==> config.mk <==
export PLATFORM = sky130hd
export DESIGN_NAME = control_pipeline
export DESIGN_NICKNAME = d
export VERILOG_FILES = /design/src/rtl/control_pipeline.sv
export SDC_FILE = /design/constraint.sdc
export NUM_CORES = 1
export LEC_CHECK = 0
export CORE_MARGIN = 2
export CORE_UTILIZATION = 42
export CTS_CLUSTER_DIAMETER = 200
export DETAILED_ROUTE_END_ITERATION = 12
export GPL_TIMING_DRIVEN = 1
export PLACE_DENSITY = 0.81
export SLEW_MARGIN = 20
export SYNTH_ARGS = -nofsm -noshare
export SYNTH_HDL_FRONTEND = slang
export SYNTH_SLANG_ARGS = --single-unit
==> constraint.sdc <==
create_clock -name clk -period 1.2 [get_ports clk]
set_input_delay 0.18 -clock clk [delete_from_list [all_inputs] [get_ports clk]]
set_output_delay 0.18 -clock clk [all_outputs]
set_load 0.05 [all_outputs]
==> src/rtl/control_pipeline.sv <==
// control_pipeline: carries the decode-stage control word through the E, M
// and W stages. Each stage has a valid bit. E can be stalled or flushed,
// while M and W always advance.
// Write enables are qualified by the stage valid bit, so a bubble never
// writes, whatever its stale field values are.
// Optional feature: define CTRL_PIPE_PERF_EN to add a saturating
// bubble_count output that counts the cycles in which W holds no instruction.
module control_pipeline #(
  parameter int ALU_OP_W = 3,
  parameter int PERF_W   = 32
) (
  input  logic                clk,
  input  logic                rst,
  input  logic                valid_D,
  input  logic                ctrl_register_file_WE_D,
  input  logic                ctrl_srcB_D,
  input  logic                ctrl_register_file_WA_D,
  input  logic                ctrl_data_memory_WE_D,
  input  logic                ctrl_result_D,
  input  logic [ALU_OP_W-1:0] ctrl_ALU_op_D,
  input  logic                stall_E,
  input  logic                flush_E,
  output logic                valid_E,
  output logic                valid_M,
  output logic                valid_W,
  output logic                ctrl_srcB_E,
  output logic [ALU_OP_W-1:0] ctrl_ALU_op_E,
  output logic                ctrl_result_E,
  output logic                ctrl_register_file_WE_E,
  output logic                ctrl_data_memory_WE_M,
  output logic                ctrl_register_file_WE_M,
  output logic                ctrl_result_M,
  output logic                ctrl_register_file_WE_W,
  output logic                ctrl_register_file_WA_W,
  output logic                ctrl_result_W
`ifdef CTRL_PIPE_PERF_EN
  ,
  output logic [PERF_W-1:0]   bubble_count
`endif
);

  // E-stage registers hold the raw control word. The write-enable fields
  // are qualified by valid at the output.
  logic                valid_e_r;
  logic                rf_we_e_r;
  logic                srcb_e_r;
  logic                wa_e_r;
  logic                dm_we_e_r;
  logic                result_e_r;
  logic [ALU_OP_W-1:0] alu_op_e_r;

  logic                valid_m_r;
  logic                rf_we_m_r;
  logic                wa_m_r;
  logic                dm_we_m_r;
  logic                result_m_r;

  logic                valid_w_r;
  logic                rf_we_w_r;
  logic                wa_w_r;
  logic                result_w_r;

  // E stage: reset, then flush (bubble), then stall (hold), then capture D
  always_ff @(posedge clk) begin
    if (rst || flush_E) begin
      valid_e_r  <= 1'b0;
      rf_we_e_r  <= 1'b0;
      srcb_e_r   <= 1'b0;
      wa_e_r     <= 1'b0;
      dm_we_e_r  <= 1'b0;
      result_e_r <= 1'b0;
      alu_op_e_r <= '0;
    end else if (stall_E) begin
      valid_e_r  <= valid_e_r;
      rf_we_e_r  <= rf_we_e_r;
      srcb_e_r   <= srcb_e_r;
      wa_e_r     <= wa_e_r;
      dm_we_e_r  <= dm_we_e_r;
      result_e_r <= result_e_r;
      alu_op_e_r <= alu_op_e_r;
    end else begin
      valid_e_r  <= valid_D;
      rf_we_e_r  <= ctrl_register_file_WE_D;
      srcb_e_r   <= ctrl_srcB_D;
      wa_e_r     <= ctrl_register_file_WA_D;
      dm_we_e_r  <= ctrl_data_memory_WE_D;
      result_e_r <= ctrl_result_D;
      alu_op_e_r <= ctrl_ALU_op_D;
    end
  end

  // M stage: takes old E, except that a stall without a flush inserts a bubble
  always_ff @(posedge clk) begin
    if (rst || (stall_E && !flush_E)) begin
      valid_m_r  <= 1'b0;
      rf_we_m_r  <= 1'b0;
      wa_m_r     <= 1'b0;
      dm_we_m_r  <= 1'b0;
      result_m_r <= 1'b0;
    end else begin
      valid_m_r  <= valid_e_r;
      rf_we_m_r  <= rf_we_e_r;
      wa_m_r     <= wa_e_r;
      dm_we_m_r  <= dm_we_e_r;
      result_m_r <= result_e_r;
    end
  end

  // W stage: always advances from M
  always_ff @(posedge clk) begin
    if (rst) begin
      valid_w_r  <= 1'b0;
      rf_we_w_r  <= 1'b0;
      wa_w_r     <= 1'b0;
      result_w_r <= 1'b0;
    end else begin
      valid_w_r  <= valid_m_r;
      rf_we_w_r  <= rf_we_m_r;
      wa_w_r     <= wa_m_r;
      result_w_r <= result_m_r;
    end
  end

  assign valid_E                 = valid_e_r;
  assign valid_M                 = valid_m_r;
  assign valid_W                 = valid_w_r;
  assign ctrl_srcB_E             = srcb_e_r;
  assign ctrl_ALU_op_E           = alu_op_e_r;
  // Left ungated: the hazard unit qualifies it with valid_E for load-use detection.
  assign ctrl_result_E           = result_e_r;
  assign ctrl_register_file_WE_E = valid_e_r & rf_we_e_r;
  assign ctrl_data_memory_WE_M   = valid_m_r & dm_we_m_r;
  assign ctrl_register_file_WE_M = valid_m_r & rf_we_m_r;
  assign ctrl_result_M           = result_m_r;
  assign ctrl_register_file_WE_W = valid_w_r & rf_we_w_r;
  assign ctrl_register_file_WA_W = wa_w_r;
  assign ctrl_result_W           = result_w_r;

`ifdef CTRL_PIPE_PERF_EN
  logic [PERF_W-1:0] bubble_count_r;

  // Count the edges at which W holds a bubble. The count saturates at its maximum value.
  always_ff @(posedge clk) begin
    if (rst) begin
      bubble_count_r <= '0;
    end else if (!valid_w_r && (bubble_count_r != {PERF_W{1'b1}})) begin
      bubble_count_r <= bubble_count_r + PERF_W'(1);
    end else begin
      bubble_count_r <= bubble_count_r;
    end
  end

  assign bubble_count = bubble_count_r;
`endif

endmodule
==> impl_metrics.csv, run 1 <==
group,metric,value,unit
die,die_area,1830,µm²
status,outcome,"completed",
worst_setup_path,slowest_delay,350,ps
synth,synth-seq-cells,18,
power,p_sw,0.000271,W
timing,maxSlewViolCount,0,
clock_tree,htree_levels,1,
power,p_leak,0.485,nW
placed_design,dpl.hpwl,951,µm
cells_and_area,largest_reg_flops,3,
flow_run,cap_violations,0,
global_route,grt_max_degree,11,
power,pwr-share-clk,0.318,
power,intPower,0.000895,W
placed_design,port_buffers,27,
die,ios,28,
synth,synthTopCellsByCount,"dfxtp_1 (18), mux2i_1 (9), nor2_1 (9)",
timing,hold_ws,467,ps
clock_tree,clockRootBuffer,"clkbuf_4",
detailed_routing,vias_per_cell,4.84,
synth,ys_top_cells_by_area,"dfxtp_1 (57%), mux2i_1 (14%), nor3b_1 (6.0%), and2b_2 (5.6%), nor2_1 (5.4%)",
global_route,first_global_vias,470,
clock_tree,clk_path_buf_depth,2,
synth,post-synth-top-area-fraction,0.571,
die,start_util,0.467,
power,vdd_drop_max,0.000691,V
global_route,grt_overflow,0,
synth,synth.most_common_cell,"dfxtp_1",
timing,setup_viol,0,
timing,fin_crit,1160,ps
timing,worstMarginPinSlew,298,ps
worst_setup_path,worst_setup_path_end_kind,"output port",
die,core,1350,µm²
detailed_routing,postRouteAntennaNets,0,
min_path,hold_path_class,"flip-flop to flip-flop",
timing,timing.slew.headroom,0.802,
power,p_per_area,1030,nW/µm²
worst_setup_path,start_kind,"flip-flop",
clock_tree,cts_tree,"built",
power,swShare,0.233,
timing,clock.fmax,864,MHz
placed_design,routabilityCongestion,0.755,
die,die_y,42.8,µm
clock_tree,insertion_delay,290,ps
synth,synth_area,631,µm²
worst_setup_path,critPathMaxFanout,4,
synth,avgSynthCellArea,11.7,µm²
power,seq_power_share,0.534,
worst_setup_path,path_class,"flip-flop to output port",
worst_setup_path,crit_chain,"and2_2 -> buf_12",
clock_tree,cts_buffers,3,
power,combPwrFrac,0.148,
synth,async_reset_ff_frac,0,
detailed_routing,wl_per_cell,14.0,µm
synth,synth_flop_cell,"dfxtp_1",
detailed_routing,routed_wl,1440,µm
detailed_routing,drt_first_iter_violations,3,
cells_and_area,drive_above_1_share,0.420,
detailed_routing,num_vias,499,
synth,ys_warn_count,0,
clock_tree,path_clk_slew,100,ps
worst_setup_path,cpMaxStageDelayCell,"dfxtp_2",
die,die_w,42.8,µm
synth,syn_nets,67,
synth,synth_top_cell_by_area,"dfxtp_1",
cells_and_area,num_antenna_cells,0,
global_route,grt_pass1_wl,2120,µm
worst_setup_path,required,1020,ps
synth,synth_edf_count,0,
synth,ys_seq_area_frac,0.571,
synth,synth_cells,54,
synth,post_synth_num_cell_types,9,
cells_and_area,area_growth,79.6,%
clock_tree,clock_sinks,18,
global_route,antenna_found_initial,0,
die,rows,13,
worst_setup_path,arrival,980,ps
global_route,grt_usage,0.152,
placed_design,placed_area,1080,µm²
timing,period_share,0.964,
detailed_routing,route.detailed.drc,0,
cells_and_area,final_nets,102,
cells_and_area,stdcell_area,1130,µm²
timing,timing_hold_violations_final,0,
detailed_routing,dr.pass1.iters,4,
timing,finClkSkew,0.399,ps
## routing by layer
metal / vias up / GRT usage / part of all wire
met3: 2 / 0.0340 / 0.073
met5: - / 0 / 0
met2: 32 / 0.255 / 0.53
met1: 223 / 0.189 / 0.40
li1: 242 / - / -
met4: 0 / 0.0563 / 0.0056
## stage by stage
stage / total power [W] / setup TNS [ps] / utilization / std cells / setup slack, ps
after floorplan: 0.000714 / -4.73 / - / 54 / -4.73
after global placement: 0.000801 / -278 / 0.800 / 98 / -42.8
after detailed placement: 0.000805 / -693 / 0.800 / 98 / -86.7
after CTS: 0.00117 / 0 / 0.828 / 102 / 5.79
after global routing: 0.00122 / -6.60 / 0.839 / 103 / -6.60
final: 0.00117 / 0 / 0.839 / 103 / 42.9
## cells in the final DEF, fill, tap and decap left out
cell	n
dfxtp_2	2
or2_1	1
nor2b_2	1
and2_4	3
and2b_2	4
and2_2	1
dfxtp_4	1
clkdlybuf4s50_1	12
dfxtp_1	15
clkbuf_4	3
buf_12	15
nor3b_1	5
clkbuf_8	1
mux2i_1	9
buf_4	6
nor2_1	9
## worst max-delay path: cells and delay by family, from the launching register on
kind | cells | cell delay, ps
flops | 1 | 350
simple gates | 1 | 190
buf+inv | 1 | 150
## cell families after synthesis
family | synth area share
and+or+nand+nor | 0.232
DFF | 0.571
muxes | 0.143
buffers and inverters | 0.0536
## power by group through the flow
stage / clock, W / combinational, W / sequential, W
global placement: 0 / 0.000165 / 0.000636
CTS: 0.000372 / 0.000169 / 0.000624
floorplan: 0 / 0.0000525 / 0.000661
global route: 0.000417 / 0.000182 / 0.000624
detailed placement: 0 / 0.000168 / 0.000637
finish: 0.000371 / 0.000173 / 0.000622
## worst paths after layout
kind                               from                       to  slack [ps]  cells past startpoint
worst min-delay path             wa_m_r  ctrl_register_file_WA_W         470                      1
worst max register to register   wa_e_r                   wa_m_r         490                      1
worst min register to register   wa_m_r  ctrl_register_file_WA_W         470                      1
worst max-delay path            valid_M  ctrl_register_file_WE_M          40                      2
## final cells by class
| type | count | area, µm² |
|---|---|---|
| Clock buffer | 4 | 36.3 |
| Fill cell | 76 | 218 |
| Multi-Input combinational cell | 33 | 245 |
| Sequential cell | 18 | 367 |
| Tap cell | 15 | 18.8 |
| Timing Repair Buffer | 33 | 465 |
## timing repair
action                                  CTS  global route
buffers inserted                          0             1
gates resized for setup                   1             5
endpoints found under the setup margin    1             3
hold buffers                              0             0
(Power assumes the default switching activity.)
==> inputs of run 2 (changes only) <==
--- a/config.mk
+++ b/config.mk
@@ -10,7 +10,7 @@
 export CTS_CLUSTER_DIAMETER = 200
 export DETAILED_ROUTE_END_ITERATION = 12
 export GPL_TIMING_DRIVEN = 1
-export PLACE_DENSITY = 0.81
+export PLACE_DENSITY = 0.8
 export SLEW_MARGIN = 20
 export SYNTH_ARGS = -nofsm -noshare
 export SYNTH_HDL_FRONTEND = slang
==> run 2 against run 1 <==
Effect of this change: non-clock buffer count is 1 lower; fmax is 1.9% higher; register-to-register slack lost 60 ps; highest routed layer is now met3; critical path type unchanged; sequential share of layout area about the same.
==> impl_metrics.csv, run 2 (synthesis results as in run 1) <==
group,metric,value,unit
status,outcome,"completed",
global_route,grt_pass1_wl,1990,µm
die,die_w,42.8,µm
clock_tree,htree_levels,1,
die,ios,28,
global_route,grt_overflow,0,
min_path,min_from,"wa_m_r",
power,combPwrFrac,0.150,
power,seq_power_share,0.540,
clock_tree,path_clk_slew,100,ps
cells_and_area,fillers,73,
flow_run,cap_violations,0,
global_route,antenna_found_initial,0,
power,swShare,0.220,
detailed_routing,route.detailed.drc,0,
global_route,first_global_vias,480,
timing,maxSlewViolCount,0,
cells_and_area,area_growth,81.0,%
timing,worstMarginPinSlew,304,ps
die,die_area,1830,µm²
timing,rsz0062_at_grt,"no",
clock_tree,clk_path_buf_depth,2,
cells_and_area,final_nets,101,
power,pwr-share-clk,0.311,
worst_setup_path,r2r-start,"valid_E",
global_route,grt_usage,0.146,
die,start_util,0.467,
die,core,1350,µm²
cells_and_area,instances_no_fill,102,
cells_and_area,final_cell_mix,"buf_12 (16), dfxtp_1 (15), clkdlybuf4s50_1 (12)",
detailed_routing,drt_first_iter_violations,4,
cells_and_area,drive_above_1_share,0.414,
power,intPower,0.000894,W
detailed_routing,routed_wl,1140,µm
detailed_routing,postRouteAntennaNets,0,
timing,finClkSkew,2.35,ps
clock_tree,insertion_delay,280,ps
worst_setup_path,worst_setup_path_end_kind,"output port",
cells_and_area,fin_util,0.845,
worst_setup_path,slowest_delay,370,ps
clock_tree,cts_tree,"built",
power,p_sw,0.000253,W
worst_setup_path,path_class,"flip-flop to output port",
timing,period_share,0.946,
worst_setup_path,critPathMaxFanout,4,
placed_design,dpl.hpwl,915,µm
power,vdd_drop_max,0.000846,V
die,rows,13,
detailed_routing,num_vias,484,
timing,timing.slew.headroom,0.797,
detailed_routing,vias_per_cell,4.75,
worst_setup_path,cpMaxStageDelayCell,"dfxtp_4",
cells_and_area,num_antenna_cells,0,
worst_setup_path,required,1020,ps
cells_and_area,layout_commonest_cell,"buf_12",
cells_and_area,largest_reg_flops,3,
power,p_leak,0.485,nW
global_route,grt_max_degree,11,
timing,tns,0,ps
clock_tree,clockRootBuffer,"clkbuf_4",
die,die_y,42.8,µm
timing,timing_hold_violations_final,0,
worst_setup_path,crit_chain,"and2_4 -> buf_12",
clock_tree,clock_sinks,18,
detailed_routing,dr.pass1.iters,4,
detailed_routing,wl_per_cell,11.2,µm
placed_design,dp.cells,97,
worst_setup_path,arrival,960,ps
timing,fin_crit,1140,ps
placed_design,port_buffers,27,
min_path,hold_path_class,"flip-flop to flip-flop",
power,p_per_area,1010,nW/µm²
timing,clock.fmax,881,MHz
clock_tree,cts_buffers,3,
placed_design,routabilityCongestion,0.716,
worst_setup_path,crit_path_start,"valid_M",
worst_setup_path,start_kind,"flip-flop",
timing,setup_viol,0,
[run 2: cell count changes in the layout (fill, tap and decap cells not counted), sizes merged]
cell,change
buf,-1
[run 2: timing repair]
item / CTS / global route
hold buffers: 0 / 0
endpoints found under the setup margin: 1 / 3
setup buffers: 0 / 1
resized for setup: 1 / 7
cloned: 0 / 0
pin swaps: 0 / 0
[run 2: per-stage QoR]
step | total power (W) | setup slack, ps | cell area [µm²] | hold slack [ps]
after CTS | 0.00117 | 13.8 | 1120 | 483
after floorplan | 0.000714 | -4.73 | 637 | 324
after global routing | 0.00121 | 14.5 | 1140 | 485
after global placement | 0.000803 | -61.6 | 1080 | 432
after detailed placement | 0.000807 | -106 | 1080 | 460
final | 0.00115 | 64.9 | 1140 | 471
[run 2: routing by layer]
| layer | GRT usage | vias to the layer above | part of all wire |
|---|---|---|---|
| met5 | 0 | - | 0 |
| met4 | 0.0563 | 0 | 0 |
| met3 | 0.0468 | 0 | 0.073 |
| met2 | 0.261 | 24 | 0.54 |
| met1 | 0.156 | 220 | 0.39 |
| li1 | - | 240 | - |
[run 2: final cells by class]
class	count	area [µm²]	area share
multi-input cells	33	246	0.216
flip-flops and latches	18	369	0.323
clock buffers	4	36.3	0.0318
well taps	15	18.8	0.0164
repair buffers	32	470	0.412
[run 2: power by group through the flow]
stage | registers, W | logic, W | clock network [W]
floorplan | 0.000661 | 0.0000525 | 0
global placement | 0.000636 | 0.000167 | 0
detailed placement | 0.000637 | 0.000170 | 0
CTS | 0.000623 | 0.000170 | 0.000372
global route | 0.000621 | 0.000181 | 0.000408
finish | 0.000619 | 0.000172 | 0.000356
[run 2: worst max-delay path, delay by kind of cell (launching register included)]
family | cells | cell delay (ps)
DFF | 1 | 370
and+or+nand+nor | 1 | 160
buffers and inverters | 1 | 140
[run 2: final timing paths]
path                            slack (ps)                       to  cells after the start
worst max-delay path                    60    ctrl_data_memory_WE_M                      2
worst min-delay path                   470  ctrl_register_file_WA_W                      1
worst max register to register         430                  valid_E                      3
worst min register to register         470  ctrl_register_file_WA_W                      1
==> inputs of run 3 (changes only) <==
--- a/config.mk
+++ b/config.mk
@@ -8,6 +8,7 @@
 export CORE_MARGIN = 2
 export CORE_UTILIZATION = 42
 export CTS_CLUSTER_DIAMETER = 200
+export CTS_CLUSTER_SIZE = 40
 export DETAILED_ROUTE_END_ITERATION = 12
 export GPL_TIMING_DRIVEN = 1
 export PLACE_DENSITY = 0.8
==> results of run 3 <==
Same layout as run 2: the final DEF is identical, and so are final timing and power.
